==> config.mk <==
export PLATFORM = sky130hd
export DESIGN_NAME = ss_read_burst_flat
export DESIGN_NICKNAME = d
export VERILOG_FILES = /design/src/rtl/ss_read_burst_if.sv /design/src/rtl/ss_read_burst.sv /design/src/flat_wrapper.sv
export SDC_FILE = /design/constraint.sdc
export NUM_CORES = 1
export LEC_CHECK = 0
export CORE_MARGIN = 8
export CORE_UTILIZATION = 45
export CTS_BUF_LIST = sky130_fd_sc_hd__clkbuf_2 sky130_fd_sc_hd__clkbuf_4 sky130_fd_sc_hd__clkbuf_8
export DETAILED_ROUTE_END_ITERATION = 10
export PLACE_DENSITY = 0.7
export REMOVE_ABC_BUFFERS = 1
export SETUP_SLACK_MARGIN = 0.1
export SYNTH_ARGS = -nofsm -noshare
export SYNTH_HDL_FRONTEND = slang
export SYNTH_SLANG_ARGS = --single-unit
==> constraint.sdc <==
create_clock -name i_clk -period 5.2 [get_ports i_clk]
set_clock_uncertainty 0.15 [all_clocks]
set_input_delay 1.04 -clock i_clk [delete_from_list [all_inputs] [get_ports i_clk]]
set_output_delay 1.04 -clock i_clk [all_outputs]
set_load 0.005 [all_outputs]
==> src/rtl/ss_read_burst_if.sv <==
// Bus bundle for ss_read_burst: RAM read port plus the valid/ready output stream.
// The master side is the burst reader; the slave side is the RAM and downstream sink.
interface ss_read_burst_if #(
    parameter int SIZE_ADDR = 6,
    parameter int SIZE_DATA = 8
);
    logic [SIZE_ADDR-1:0] o_addr_ram;
    logic                 o_rd_en_ram;
    logic [SIZE_DATA-1:0] i_data_ram;
    logic [SIZE_DATA-1:0] o_data;
    logic                 o_data_valid;
    logic                 i_data_ready;

    modport master (
        output o_addr_ram,
        output o_rd_en_ram,
        input  i_data_ram,
        output o_data,
        output o_data_valid,
        input  i_data_ready
    );

    modport slave (
        input  o_addr_ram,
        input  o_rd_en_ram,
        output i_data_ram,
        input  o_data,
        input  o_data_valid,
        output i_data_ready
    );
endinterface

==> src/rtl/ss_read_burst.sv <==
// ss_read_burst: on a start edge, reads RAM from si to ei (inclusive, wrapping) and streams
// the words out through a 2-entry FIFO. Define SS_READ_BURST_STRIDE_EN to add the i_stride port.
module ss_read_burst #(
    parameter int SIZE_ADDR   = 6,
    parameter int SIZE_DATA   = 8,
    parameter int SIZE_STRIDE = 3
) (
    input  logic                   i_clk,
    input  logic                   i_rst,
    input  logic                   i_start,
    input  logic                   i_abort,
    input  logic [SIZE_ADDR-1:0]   i_si_ram,
    input  logic [SIZE_ADDR-1:0]   i_ei_ram,
`ifdef SS_READ_BURST_STRIDE_EN
    input  logic [SIZE_STRIDE-1:0] i_stride,
`endif
    ss_read_burst_if.master        bus,
    output logic                   o_busy,
    output logic [SIZE_ADDR:0]     o_count,
    output logic                   o_done
);
    // Offset must hold dist + step without wrapping, whichever of the two is wider.
    localparam int STEP_W = (SIZE_STRIDE > SIZE_ADDR) ? SIZE_STRIDE : SIZE_ADDR;
    localparam int OFF_W  = STEP_W + 1;

    typedef enum logic [1:0] {
        ST_IDLE,
        ST_READ,
        ST_DRAIN,
        ST_DONE
    } state_e;

    state_e               state_q, state_d;
    logic                 start_prev_q, start_prev_d;
    logic [SIZE_ADDR-1:0] addr_q, addr_d;
    logic [SIZE_ADDR-1:0] dist_q, dist_d;
    logic [OFF_W-1:0]     offset_q, offset_d;
    logic                 in_flight_q, in_flight_d;
    logic [1:0]           occ_q, occ_d;
    logic                 rd_ptr_q, rd_ptr_d;
    logic                 wr_ptr_q, wr_ptr_d;
    logic [SIZE_DATA-1:0] fifo_mem_q [2];
    logic [SIZE_DATA-1:0] fifo_mem_d [2];
    logic [SIZE_ADDR:0]   count_q, count_d;
    logic [STEP_W-1:0]    step;

    logic                 start_edge;
    logic                 burst_active;
    logic                 abort_hit;
    logic                 pop;
    logic                 push;
    logic                 issue;
    logic                 last_issue;
    logic                 data_valid;
    logic [2:0]           slots_used;
    logic [1:0]           occ_after;
    logic [OFF_W-1:0]     offset_sum;

`ifdef SS_READ_BURST_STRIDE_EN
    logic [STEP_W-1:0]    step_q, step_d;
    assign step = step_q;
`else
    assign step = STEP_W'(1);
`endif

    // NOTE: combinational blocks use blocking '=' so later lines see earlier results;
    // clocked blocks use '<=' so every flop samples pre-edge values.
    always_comb begin
        start_edge   = i_start & ~start_prev_q;
        burst_active = (state_q == ST_READ) || (state_q == ST_DRAIN);
        abort_hit    = burst_active & i_abort;
        data_valid   = (occ_q != 2'd0);
        pop          = data_valid & bus.i_data_ready;
        push         = in_flight_q & ~abort_hit;
        slots_used   = 3'(occ_q) + 3'(in_flight_q) - 3'(pop);
        issue        = (state_q == ST_READ) & ~i_abort & (slots_used < 3'd2);
        offset_sum   = offset_q + OFF_W'(step);
        last_issue   = offset_sum > OFF_W'(dist_q);
        occ_after    = occ_q + 2'(push) - 2'(pop);
    end

    // NOTE: every variable gets a default before any branch, otherwise a path that
    // skips an assignment would infer a latch.
    always_comb begin
        state_d      = state_q;
        start_prev_d = i_start;
        addr_d       = addr_q;
        dist_d       = dist_q;
        offset_d     = offset_q;
        in_flight_d  = issue;
        occ_d        = occ_after;
        rd_ptr_d     = rd_ptr_q ^ pop;
        wr_ptr_d     = wr_ptr_q ^ push;
        count_d      = count_q + (SIZE_ADDR+1)'(pop);
`ifdef SS_READ_BURST_STRIDE_EN
        step_d       = step_q;
`endif
        for (int i = 0; i < 2; i++) begin
            fifo_mem_d[i] = fifo_mem_q[i];
        end
        if (push) begin
            fifo_mem_d[wr_ptr_q] = bus.i_data_ram;
        end

        unique case (state_q)
            ST_IDLE: begin
                if (start_edge && !i_abort) begin
                    state_d  = ST_READ;
                    addr_d   = i_si_ram;
                    dist_d   = i_ei_ram - i_si_ram;
                    offset_d = '0;
                    count_d  = '0;
`ifdef SS_READ_BURST_STRIDE_EN
                    step_d   = (i_stride == '0) ? STEP_W'(1) : STEP_W'(i_stride);
`endif
                end
            end
            ST_READ: begin
                if (i_abort) begin
                    state_d = ST_IDLE;
                end else if (issue) begin
                    if (last_issue) begin
                        state_d = ST_DRAIN;
                    end else begin
                        addr_d   = addr_q + SIZE_ADDR'(step);
                        offset_d = offset_sum;
                    end
                end
            end
            ST_DRAIN: begin
                // Leave as soon as the final word is leaving, so done follows it directly.
                if (i_abort) begin
                    state_d = ST_IDLE;
                end else if (occ_after == 2'd0 && !in_flight_q) begin
                    state_d = ST_DONE;
                end
            end
            ST_DONE: begin
                state_d = ST_IDLE;
            end
            default: begin
                state_d = ST_IDLE;
            end
        endcase

        if (abort_hit) begin
            occ_d    = '0;
            rd_ptr_d = 1'b0;
            wr_ptr_d = 1'b0;
        end
    end

    always_ff @(posedge i_clk) begin
        if (i_rst) begin
            state_q      <= ST_IDLE;
            start_prev_q <= 1'b0;
            addr_q       <= '0;
            dist_q       <= '0;
            offset_q     <= '0;
            in_flight_q  <= 1'b0;
            occ_q        <= '0;
            rd_ptr_q     <= 1'b0;
            wr_ptr_q     <= 1'b0;
            count_q      <= '0;
`ifdef SS_READ_BURST_STRIDE_EN
            step_q       <= STEP_W'(1);
`endif
        end else begin
            state_q      <= state_d;
            start_prev_q <= start_prev_d;
            addr_q       <= addr_d;
            dist_q       <= dist_d;
            offset_q     <= offset_d;
            in_flight_q  <= in_flight_d;
            occ_q        <= occ_d;
            rd_ptr_q     <= rd_ptr_d;
            wr_ptr_q     <= wr_ptr_d;
            count_q      <= count_d;
`ifdef SS_READ_BURST_STRIDE_EN
            step_q       <= step_d;
`endif
        end
    end

    // NOTE: FIFO storage is deliberately not reset; occupancy gates every read of it
    // and o_data is forced to zero while empty.
    always_ff @(posedge i_clk) begin
        for (int i = 0; i < 2; i++) begin
            fifo_mem_q[i] <= fifo_mem_d[i];
        end
    end

    assign bus.o_addr_ram   = addr_q;
    assign bus.o_rd_en_ram  = issue;
    assign bus.o_data_valid = data_valid;
    assign bus.o_data       = data_valid ? fifo_mem_q[rd_ptr_q] : '0;

    assign o_busy  = (state_q != ST_IDLE);
    assign o_count = count_q;
    assign o_done  = (state_q == ST_DONE);
endmodule

==> src/flat_wrapper.sv <==
// flat-port wrapper written by rule: the top's interface ports become plain ports
module ss_read_burst_flat 
#(
    parameter int SIZE_ADDR   = 6,
    parameter int SIZE_DATA   = 8,
    parameter int SIZE_STRIDE = 3
)
  (i_clk, i_rst, i_start, i_abort, i_si_ram, i_ei_ram, o_busy, o_count, o_done, bus_o_addr_ram, bus_o_rd_en_ram, bus_i_data_ram, bus_o_data, bus_o_data_valid, bus_i_data_ready);
  ss_read_burst_if #(.SIZE_ADDR(SIZE_ADDR), .SIZE_DATA(SIZE_DATA)) bus_i ();
  input  logic i_clk;
  input  logic i_rst;
  input  logic i_start;
  input  logic i_abort;
  input  logic [SIZE_ADDR-1:0] i_si_ram;
  input  logic [SIZE_ADDR-1:0] i_ei_ram;
  output logic o_busy;
  output logic [SIZE_ADDR:0] o_count;
  output logic o_done;
  output wire logic [$bits(bus_i.o_addr_ram)-1:0] bus_o_addr_ram;
  output wire logic [$bits(bus_i.o_rd_en_ram)-1:0] bus_o_rd_en_ram;
  input wire logic [$bits(bus_i.i_data_ram)-1:0] bus_i_data_ram;
  output wire logic [$bits(bus_i.o_data)-1:0] bus_o_data;
  output wire logic [$bits(bus_i.o_data_valid)-1:0] bus_o_data_valid;
  input wire logic [$bits(bus_i.i_data_ready)-1:0] bus_i_data_ready;
  assign bus_o_addr_ram = bus_i.o_addr_ram;
  assign bus_o_rd_en_ram = bus_i.o_rd_en_ram;
  assign bus_i.i_data_ram = bus_i_data_ram;
  assign bus_o_data = bus_i.o_data;
  assign bus_o_data_valid = bus_i.o_data_valid;
  assign bus_i.i_data_ready = bus_i_data_ready;
  ss_read_burst #(.SIZE_ADDR(SIZE_ADDR), .SIZE_DATA(SIZE_DATA), .SIZE_STRIDE(SIZE_STRIDE)) u_core (.i_clk(i_clk), .i_rst(i_rst), .i_start(i_start), .i_abort(i_abort), .i_si_ram(i_si_ram), .i_ei_ram(i_ei_ram), .bus(bus_i), .o_busy(o_busy), .o_count(o_count), .o_done(o_done));
endmodule
; ---- Word level (Yosys, flattened, before mapping)
; Memory sizes are Yosys's and may differ from the RTL's. A register that Yosys moved wholly into a read port is not among the register bits.
; Cells that the tools add are included.
[op_classes]
n_addsub = 8
n_eq_ne = 10
reduce_logical = 15
order_cmp = 4
mux = 25
bitwise = 12
[ops]
columns = cell, n
row1 = 2-to-1 mux 7 bit, 6
row2 = 2-to-1 mux 6 bit, 4
row3 = bitwise mux 16 bit, 1
row4 = 2-to-1 mux 16 bit, 1
row5 = 2-to-1 mux 8 bit, 2
row6 = case mux 7 bit (2 select lines), 1
row7 = 2-to-1 mux 2 bit, 6
row8 = case mux 6 bit (2 select lines), 1
row9 = demux 8 bit (select 1 bit), 1
row10 = case mux 2 bit (4 select lines), 1
row11 = adder 7 x 1 -> 7 bit, 1
row12 = "adder 7 x 1 -> 7 bit, second input constant", 1
row13 = > comparator 7 x 6 -> 1 bit, 1
row14 = "adder 6 x 1 -> 6 bit, second input constant", 1
row15 = bitwise AND 1 bit, 6
row16 = "!= test 2 bit, second input constant", 3
row17 = "!= test 3 bit, second input constant", 2
row18 = nonzero test 2 bit, 3
row19 = subtractor 6 bit, 1
row20 = AND reduction 5 bit, 1
row21 = "== test 2 bit, second input constant", 2
row22 = logical NOT 2 bit, 2
row23 = AND reduction 4 bit, 1
row24 = adder 2 x 1 -> 3 bit, 1
row25 = other kinds (18), 24
[word_totals]
output_inout_bits = 25
mem_count = 1
ff_bits = 34
wordCells = 85
inputBits = 25
ram_bits = 16
[memory_table]
columns = memory, depth, word_bits, read_ports, rd_clocked_by_memory_dff, write_ports, line_no
row1 = u_core.fifo_mem_q, 2, 8, 3, 1, 2, ss_read_burst.sv:42  ; logic [SIZE_DATA-1:0] fifo_mem_q [2];

; ---- Depth between registers and ports, before layout
; Gate-level depths: netlist (run 1).
[depth]
ltp_word = 12
mapped_depth = 11
mapped_depth_nobuf = 11

; ---- Worst setup path after synthesis (run 1)
; No wires, ideal clock.
[synth_path]
path_type = in2out
startpoint = in bus_i_data_ready
endpoint = out bus_o_rd_en_ram
t_required_ps = 4010
arrival_time_ps = 2125
stages = 6
path_slack_ps = 1885
n_path_buf = 0
path_cell_list = xor2_1 -> nand2_1 -> fa_1 -> and3b_1 -> nand2_1 -> inv_1
[synth_between]
elab_chain_cells = 4
[synth_rtl]
columns = item, line_no
row1 = from (decl), flat_wrapper.sv:24  ; input wire logic [$bits(bus_i.i_data_ready)-1:0] bus_i_data_ready;
row2 = bitwise AND 1 bit, ss_read_burst.sv:73  ; pop = data_valid & bus.i_data_ready;
row3 = subtractor 3 x 1 -> 3 bit, ss_read_burst.sv:75  ; slots_used = 3'(occ_q) + 3'(in_flight_q) - 3'(pop);
row4 = less-than comparator 3 x 2 -> 1 bit, ss_read_burst.sv:76  ; issue = (state_q == ST_READ) & ~i_abort & (slots_used < 3'd2);
row5 = bitwise AND 1 bit, ss_read_burst.sv:76
row6 = to (decl), flat_wrapper.sv:20  ; output wire logic [$bits(bus_i.o_rd_en_ram)-1:0] bus_o_rd_en_ram;
; No other way between the ends.

; ---- Worst setup path after layout (run 1)
; Same ends and word-level chain as after synthesis.

==> flow_results.xml, run 1 <==
<?xml version="1.0" encoding="UTF-8"?>
<metrics>
  <group name="outcome">
    <metric name="outcome" unit="">complete, no violations</metric>
  </group>
  <group name="placement">
    <metric name="dpl_worst_slack" unit="ps">714</metric>
    <metric name="port-buffer-count" unit="">49</metric>
    <metric name="detailedPlacementHpwl" unit="microns">5110</metric>
    <metric name="place_congestion" unit="">0.811</metric>
  </group>
  <group name="floorplan">
    <metric name="std_cell_rows" unit="">29</metric>
    <metric name="floorplan.die_area" unit="sq mm">0.00933</metric>
    <metric name="floorplan.core_area" unit="sq mm">0.00631</metric>
    <metric name="height_of_the_die" unit="microns">96.6</metric>
    <metric name="io_pins" unit="">50</metric>
    <metric name="die_w" unit="microns">96.6</metric>
    <metric name="start_util" unit="%">46.3</metric>
  </group>
  <group name="setup_path">
    <metric name="worst-endpoint-required" unit="ps">4010</metric>
    <metric name="worst_path_cell_trace" unit="">clkdlybuf4s50_1 &gt; xor2_1 &gt; nand2_1 &gt; fa_1 &gt; and3b_1 &gt; nand2_1 &gt; inv_1 &gt; clkdlybuf4s50_1</metric>
    <metric name="criticalPathCategory" unit="">in2out</metric>
    <metric name="cpPeakStageDelay" unit="ps">540</metric>
    <metric name="cp.depth" unit="">8</metric>
    <metric name="crit_buf_inv" unit="">3</metric>
    <metric name="cp-end-kind" unit="">output port</metric>
    <metric name="critPathMaxFanout" unit="">4</metric>
    <metric name="cp-start-kind" unit="">primary input</metric>
    <metric name="delay_heaviest_family_cp" unit="">buffers and inverters</metric>
    <metric name="arrival_time_of_data_at_the_critical_path_endpoint" unit="ps">3300</metric>
    <metric name="crit_slowest_cell" unit="">clkdlybuf4s50_1</metric>
    <metric name="r2r.worst_path.cells" unit="">11</metric>
  </group>
  <group name="cells_and_area">
    <metric name="fin_nets" unit="">413</metric>
    <metric name="layout.filler_cells" unit="">592</metric>
    <metric name="drive_above_1_share" unit="%">4.67</metric>
    <metric name="relative_area_change_from_synthesis_to_final_layout" unit="%">22.9</metric>
    <metric name="diode_insertion_count_for_antenna_repair" unit="">0</metric>
  </group>
  <group name="synth">
    <metric name="synth_top_flop_cell" unit="">dfxtp_1</metric>
    <metric name="synth_top_cells_by_area" unit="">dfxtp_1 (23%), edfxtp_1 (16%), ha_1 (9.8%)</metric>
    <metric name="syn-cell-area" unit="sq mm">0.00292</metric>
    <metric name="synthSimpleGateAreaFrac" unit="%">23.9</metric>
    <metric name="synthesis.yosys.warnings" unit="">0</metric>
    <metric name="synth.ff_latch_count" unit="">50</metric>
    <metric name="seq_area_frac_synth" unit="%">39.7</metric>
    <metric name="main_combinational_cell_family_by_area_after_synthesis" unit="">simple AND/OR/NAND/NOR gates</metric>
    <metric name="synthAdderAreaFrac" unit="%">11.2</metric>
    <metric name="post_synth_xor_area_fraction" unit="%">3.90</metric>
    <metric name="avgSynthCellArea" unit="sq um">9.28</metric>
    <metric name="synthDistinctLibCells" unit="">55</metric>
    <metric name="syn_inst" unit="">315</metric>
    <metric name="synth_async_sr_flop_share" unit="%">0</metric>
    <metric name="muxShareOfSynthArea" unit="%">3.08</metric>
    <metric name="yosys.area.top_type" unit="">dfxtp_1</metric>
    <metric name="synth-compound-area-share" unit="%">14.3</metric>
    <metric name="synth_edf_count" unit="">16</metric>
    <metric name="area_share_of_the_largest_cell_type_after_synthesis" unit="%">23.3</metric>
  </group>
  <group name="global_routing">
    <metric name="globalRoute.totalOverflow" unit="">0</metric>
    <metric name="maximum_number_of_pins_on_one_net_before_global_route_repair" unit="">25</metric>
    <metric name="antenna_found_initial" unit="">0</metric>
    <metric name="via_count_of_the_first_global_routing_pass" unit="">2386</metric>
    <metric name="grt_pass1_wl" unit="microns">11500</metric>
    <metric name="global_route.usage.total" unit="%">15.5</metric>
  </group>
  <group name="routing">
    <metric name="antenna_left" unit="">0</metric>
    <metric name="avgViaCountPerCell" unit="">5.57</metric>
    <metric name="drc" unit="">0</metric>
    <metric name="route.detailed.wl_per_inst" unit="microns">15.3</metric>
    <metric name="first_pass_iters" unit="">4</metric>
    <metric name="detailroute.via_count" unit="">2455</metric>
    <metric name="totalWireLength" unit="microns">6740</metric>
    <metric name="initialDrtViolationCount" unit="">206</metric>
  </group>
  <group name="clock_tree">
    <metric name="postCtsSetupBuffers" unit="">0</metric>
    <metric name="clk_latency_worst_skew_pair" unit="ps">310</metric>
    <metric name="hold_buffers" unit="">0</metric>
    <metric name="clock_sink_count" unit="">50</metric>
    <metric name="cts_repair_resize_count" unit="">0</metric>
    <metric name="ctsLongestPathBuffers" unit="">2</metric>
    <metric name="clkTransAtPathRegs" unit="ps">90</metric>
    <metric name="ctsRootBufferMaster" unit="">clkbuf_8</metric>
    <metric name="cts_inserted_buffers" unit="">5</metric>
    <metric name="tritoncts" unit="">built</metric>
    <metric name="cts_max_level" unit="">2</metric>
  </group>
  <group name="timing">
    <metric name="final.setup.tns" unit="ps">0</metric>
    <metric name="finalWorstPathRequiredPeriod" unit="ps">4490</metric>
    <metric name="final_max_slew_viol_count" unit="">0</metric>
    <metric name="achievable_clock_frequency" unit="MHz">223</metric>
    <metric name="setup-violations-final" unit="">0</metric>
    <metric name="max_slew_margin" unit="%">38.4</metric>
    <metric name="final-hold-violation-count" unit="">0</metric>
    <metric name="tightestPinTransition" unit="ps">921</metric>
    <metric name="post-route-worst-setup-slack" unit="ps">710</metric>
    <metric name="period_share" unit="%">86.3</metric>
    <metric name="setup_repair_after_global_routing_missed_its_margin" unit="">no</metric>
  </group>
  <group name="pwr">
    <metric name="max-vdd-ir-drop" unit="mV">0.166</metric>
    <metric name="cellLeakagePower" unit="nW">1.37</metric>
    <metric name="power_density" unit="mW/mm^2">309</metric>
  </group>
  <group name="worst_hold_path">
    <metric name="hold_path_depth" unit="">2</metric>
    <metric name="hp-class" unit="">reg2reg</metric>
  </group>
  <group name="run">
    <metric name="cap_viol_max_count" unit="">0</metric>
  </group>
</metrics>
[routing by layer]
layer	routed length (microns)	part of all wire (%)	GRT usage, %	vias up
li1	-	-	-	1233
met1	2990	44	20.2	1150
met2	3210	48	25.1	67
met3	475	7.0	3.79	5
met4	63	0.93	3.66	0
met5	0	0	0	-
[cell families (layout without fill, tap and decap cells)]
group,count (synthesis),in the layout
buffers and inverters,30,79
AO/OA/AOI/OAI,60,60
adder cells (fa/ha/maj),25,25
multiplexers,9,9
XOR/XNOR,13,13
AND/OR/NAND/NOR,128,128
flip-flops,50,50
[worst reg2reg max path, stage by stage (launching register included)]
cell and delay (ps):
dfxtp_1 370, nor2_1 460, inv_1 140, nand2_1 150, nor2_1 80, fa_1 560
and3b_1 170, nand2_1 130, inv_1 130, nand3_1 160, or4_1 510, a31oi_1 160
[layout by cell type (no fill, tap or decap), drive strengths merged, types with 4 or more instances in the layout]
cell type | synthesis | final
nor2b | 7 | 7
dfxtp | 34 | 34
o21a | 5 | 5
mux2i | 9 | 9
edfxtp | 16 | 16
o21ai | 12 | 12
a21oi | 14 | 14
nor3 | 11 | 11
xnor2 | 6 | 6
clkbuf | 8 | 5
a31oi | 4 | 4
ha | 23 | 23
xor2 | 7 | 7
inv | 22 | 23
nand3 | 14 | 14
nor2 | 33 | 33
and3 | 8 | 8
clkdlybuf4s50 | 0 | 49
or3 | 5 | 5
nand2 | 27 | 27
[worst paths after layout]
path,endpoint,slack [ps],startpoint
hold / removal,u_core.dist_q[3],310,u_core.dist_q[3]
setup / recovery,bus_o_rd_en_ram,710,bus_i_data_ready
setup reg to reg,u_core.offset_q[3],1960,u_core.occ_q[1]
hold reg to reg,u_core.dist_q[3],310,u_core.dist_q[3]
[synthesized netlist by cell type, drive strengths merged, types with 3 or more instances]
library cell and count:
dfxtp 34, nor2 33, nand2 27, ha 23
inv 22, edfxtp 16, a21oi 14, nand3 14
o21ai 12, nor3 11, mux2i 9, and3 8
clkbuf 8, nor2b 7, xor2 7, xnor2 6
o21a 5, or3 5, a31oi 4, a211oi 3
nand3b 3, nand4 3, o2111ai 3, o311ai 3
or4 3
[registers in the layout (all words and copies together) (netlist names)]
name,flops
u_core.start_prev_q,1
u_core.wr_ptr_q,1
u_core.o_count,7
u_core.offset_q,7
u_core.rd_ptr_q,1
u_core.bus.o_addr_ram,6
u_core.in_flight_q,1
u_core.dist_q,6
u_core.occ_q,2
u_core.state_q,2
u_core.fifo_mem_q,16
[power by group]
part / internal, mW / switching (mW)
clock: 0.144 / 0.134
sequential: 0.433 / 0.0232
combinational: 0.149 / 0.225
total: 0.726 / 0.382
[cell type report]
cell class,count,area (sq um),area share (%)
multi-input cells,235,1650,45.9
flip-flops and latches,50,1160,32.3
repair buffers,49,490,13.7
well taps,77,96.3,2.68
inverters,22,82.6,2.30
clock buffers,5,68.8,1.92
clock inverters,3,43.8,1.22
[stage by stage]
stage / utilization (%) / area [sq um] / std cells / hold WS [ps] / power, mW
global placement: 55.1 / 3480 / 433 / 292 / 0.831
global route: 56.9 / 3590 / 441 / 326 / 1.18
CTS: 56.9 / 3590 / 441 / 311 / 1.12
finish: 56.9 / 3590 / 441 / 310 / 1.11
detailed placement: 55.1 / 3480 / 433 / 297 / 0.835
floorplan: - / 2890 / 307 / 276 / 0.699
No activity file was read; power rests on OpenSTA's default activity.
==> run 2, diff against run 1 <==
--- a/config.mk
+++ b/config.mk
@@ -6,10 +6,10 @@
 export NUM_CORES = 1
 export LEC_CHECK = 0
 export CORE_MARGIN = 8
-export CORE_UTILIZATION = 45
+export CORE_UTILIZATION = 59
 export CTS_BUF_LIST = sky130_fd_sc_hd__clkbuf_2 sky130_fd_sc_hd__clkbuf_4 sky130_fd_sc_hd__clkbuf_8
 export DETAILED_ROUTE_END_ITERATION = 10
-export PLACE_DENSITY = 0.7
+export PLACE_DENSITY = 0.88
 export REMOVE_ABC_BUFFERS = 1
 export SETUP_SLACK_MARGIN = 0.1
 export SYNTH_ARGS = -nofsm -noshare
==> run 2 against run 1 <==
  * Combinational power about the same
  * Worst setup slack got worse by 2.3 ps
  * Via count increased by 1.5%
  * Cell area decreased by 0.91%
  * Largest cell class unchanged
  * Largest power group unchanged
==> flow_results.xml, run 2 (same netlist as run 1, synthesis figures left out) <==
<?xml version="1.0" encoding="UTF-8"?>
<metrics>
  <group name="outcome">
    <metric name="outcome" unit="">complete, no violations</metric>
  </group>
  <group name="timing">
    <metric name="fin_hold_ws" unit="ps">318</metric>
    <metric name="max_slew_margin" unit="%">61.2</metric>
    <metric name="period_share" unit="%">86.4</metric>
    <metric name="final-hold-violation-count" unit="">0</metric>
    <metric name="setup-violations-final" unit="">0</metric>
    <metric name="tightestPinTransition" unit="ps">582</metric>
    <metric name="finalWorstPathRequiredPeriod" unit="ps">4490</metric>
    <metric name="achievable_clock_frequency" unit="MHz">223</metric>
    <metric name="final.setup.tns" unit="ps">0</metric>
    <metric name="post-route-worst-setup-slack" unit="ps">707</metric>
    <metric name="setup_repair_after_global_routing_missed_its_margin" unit="">no</metric>
    <metric name="final_max_slew_viol_count" unit="">0</metric>
  </group>
  <group name="routing">
    <metric name="antenna_left" unit="">0</metric>
    <metric name="first_pass_iters" unit="">4</metric>
    <metric name="route.detailed.wl_per_inst" unit="microns">15.8</metric>
    <metric name="totalWireLength" unit="microns">6820</metric>
    <metric name="detailroute.via_count" unit="">2492</metric>
    <metric name="avgViaCountPerCell" unit="">5.77</metric>
    <metric name="initialDrtViolationCount" unit="">203</metric>
    <metric name="drc" unit="">0</metric>
  </group>
  <group name="cells_and_area">
    <metric name="max_reg_flops" unit="">16</metric>
    <metric name="utilization" unit="%">74.9</metric>
    <metric name="relative_area_change_from_synthesis_to_final_layout" unit="%">21.8</metric>
    <metric name="layout.cells.most_common_list" unit="">clkdlybuf4s50_1 (49), dfxtp_1 (34), nor2_1 (33)</metric>
    <metric name="cell_area_after_layout" unit="sq mm">0.00356</metric>
    <metric name="fin_nets" unit="">414</metric>
    <metric name="diode_insertion_count_for_antenna_repair" unit="">0</metric>
    <metric name="largest_register" unit="">u_core.fifo_mem_q</metric>
    <metric name="number_of_cells_in_the_finished_layout_apart_from_fillers" unit="">432</metric>
    <metric name="drive_above_1_share" unit="%">4.66</metric>
    <metric name="mostFrequentLayoutCell" unit="">clkdlybuf4s50_1</metric>
  </group>
  <group name="worst_hold_path">
    <metric name="hp-class" unit="">reg2reg</metric>
  </group>
  <group name="clock_tree">
    <metric name="tritoncts" unit="">built</metric>
    <metric name="clkTransAtPathRegs" unit="ps">80</metric>
    <metric name="cts_repair_resize_count" unit="">0</metric>
    <metric name="cts_inserted_buffers" unit="">5</metric>
    <metric name="clk_latency_worst_skew_pair" unit="ps">310</metric>
    <metric name="postCtsSetupBuffers" unit="">0</metric>
    <metric name="ctsRootBufferMaster" unit="">clkbuf_8</metric>
    <metric name="clock_sink_count" unit="">50</metric>
    <metric name="ctsLongestPathBuffers" unit="">2</metric>
    <metric name="cts_max_level" unit="">2</metric>
    <metric name="hold_buffers" unit="">0</metric>
  </group>
  <group name="placement">
    <metric name="dpl_worst_slack" unit="ps">719</metric>
    <metric name="placement.cell_area" unit="sq mm">0.00347</metric>
    <metric name="place_inst" unit="">424</metric>
    <metric name="port-buffer-count" unit="">49</metric>
    <metric name="detailedPlacementHpwl" unit="microns">5150</metric>
    <metric name="place_congestion" unit="">0.909</metric>
  </group>
  <group name="floorplan">
    <metric name="die_w" unit="microns">86.4</metric>
    <metric name="floorplan.core_area" unit="sq mm">0.00475</metric>
    <metric name="floorplan.die_area" unit="sq mm">0.00746</metric>
    <metric name="io_pins" unit="">50</metric>
    <metric name="std_cell_rows" unit="">25</metric>
    <metric name="start_util" unit="%">61.5</metric>
    <metric name="height_of_the_die" unit="microns">86.4</metric>
  </group>
  <group name="run">
    <metric name="cap_viol_max_count" unit="">0</metric>
  </group>
  <group name="global_routing">
    <metric name="grt_pass1_wl" unit="microns">11400</metric>
    <metric name="global_route.usage.total" unit="%">18.7</metric>
    <metric name="globalRoute.totalOverflow" unit="">0</metric>
    <metric name="antenna_found_initial" unit="">0</metric>
    <metric name="via_count_of_the_first_global_routing_pass" unit="">2521</metric>
    <metric name="maximum_number_of_pins_on_one_net_before_global_route_repair" unit="">25</metric>
  </group>
  <group name="setup_path">
    <metric name="r2r.worst_path.cells" unit="">11</metric>
    <metric name="worst-r2r-setup-slack" unit="ps">1980</metric>
    <metric name="worst_setup_path_endpoint" unit="">bus_o_rd_en_ram</metric>
    <metric name="criticalPathCategory" unit="">in2out</metric>
    <metric name="arrival_time_of_data_at_the_critical_path_endpoint" unit="ps">3300</metric>
    <metric name="worstReg2RegStart" unit="">u_core.occ_q[1]</metric>
    <metric name="critPathMaxFanout" unit="">4</metric>
    <metric name="startpoint" unit="">bus_i_data_ready</metric>
    <metric name="worst-endpoint-required" unit="ps">4010</metric>
    <metric name="cp-start-kind" unit="">primary input</metric>
    <metric name="timing.rr.end" unit="">u_core.offset_q[4]</metric>
    <metric name="cp-end-kind" unit="">output port</metric>
  </group>
  <group name="pwr">
    <metric name="power_density" unit="mW/mm^2">296</metric>
    <metric name="power" unit="mW">1.05</metric>
    <metric name="max-vdd-ir-drop" unit="mV">0.169</metric>
    <metric name="cellLeakagePower" unit="nW">1.36</metric>
  </group>
</metrics>
-- run 2: changes by cell type in the layout (fill, tap and decap cells not counted), sizes merged --
cell    previous run  this run
buf                0         1
bufinv             1         0
inv               23        22
clkinv             1         2
clkbuf             5         6
-- run 2: power by group --
| part | leakage, nW | switching [mW] | total, mW | internal, mW |
|---|---|---|---|---|
| combinational | 0.895 | 0.227 | 0.377 | 0.150 |
| clock | 0.0460 | 0.123 | 0.221 | 0.0979 |
| sequential | 0.420 | 0.0227 | 0.455 | 0.433 |
| total | 1.36 | 0.373 | 1.05 | 0.681 |
-- run 2: worst max-delay path, stage by stage --
cell and delay, ps:
clkdlybuf4s50_1 520, xor2_1 160, nand2_1 100, fa_1 530, and3b_1 160, nand2_1 140, inv_1 140, clkdlybuf4s50_1 510
-- run 2: cell type report --
cell class              count  area [sq um]
multi-input cells         235          1650
fillers                   367          1190
flip-flops and latches     50          1160
repair buffers             50           498
well taps                  67          83.8
inverters                  22          82.6
clock buffers               6          76.3
clock inverters             2          8.76
-- run 2: worst min path at each step --
stage,cells after the start,startpoint,endpoint
2_1_floorplan,2,u_core.dist_q[3],u_core.dist_q[3]
3_3_place_gp,2,u_core.dist_q[4],u_core.dist_q[4]
3_5_place_dp,2,u_core.dist_q[5],u_core.dist_q[5]
4_1_cts,2,u_core.dist_q[4],u_core.dist_q[4]
5_1_grt,2,u_core.dist_q[3],u_core.dist_q[3]
6_report,2,u_core.dist_q[5],u_core.dist_q[5]
-- run 2: per-layer routing --
layer | vias to the layer above | global-route usage, % | wire, microns
met1 | 1138 | 21.8 | 2920
met4 | 0 | 6.73 | 121
met5 | - | 0 | 0
met2 | 102 | 32.5 | 3330
met3 | 17 | 4.16 | 445
li1 | 1235 | - | -
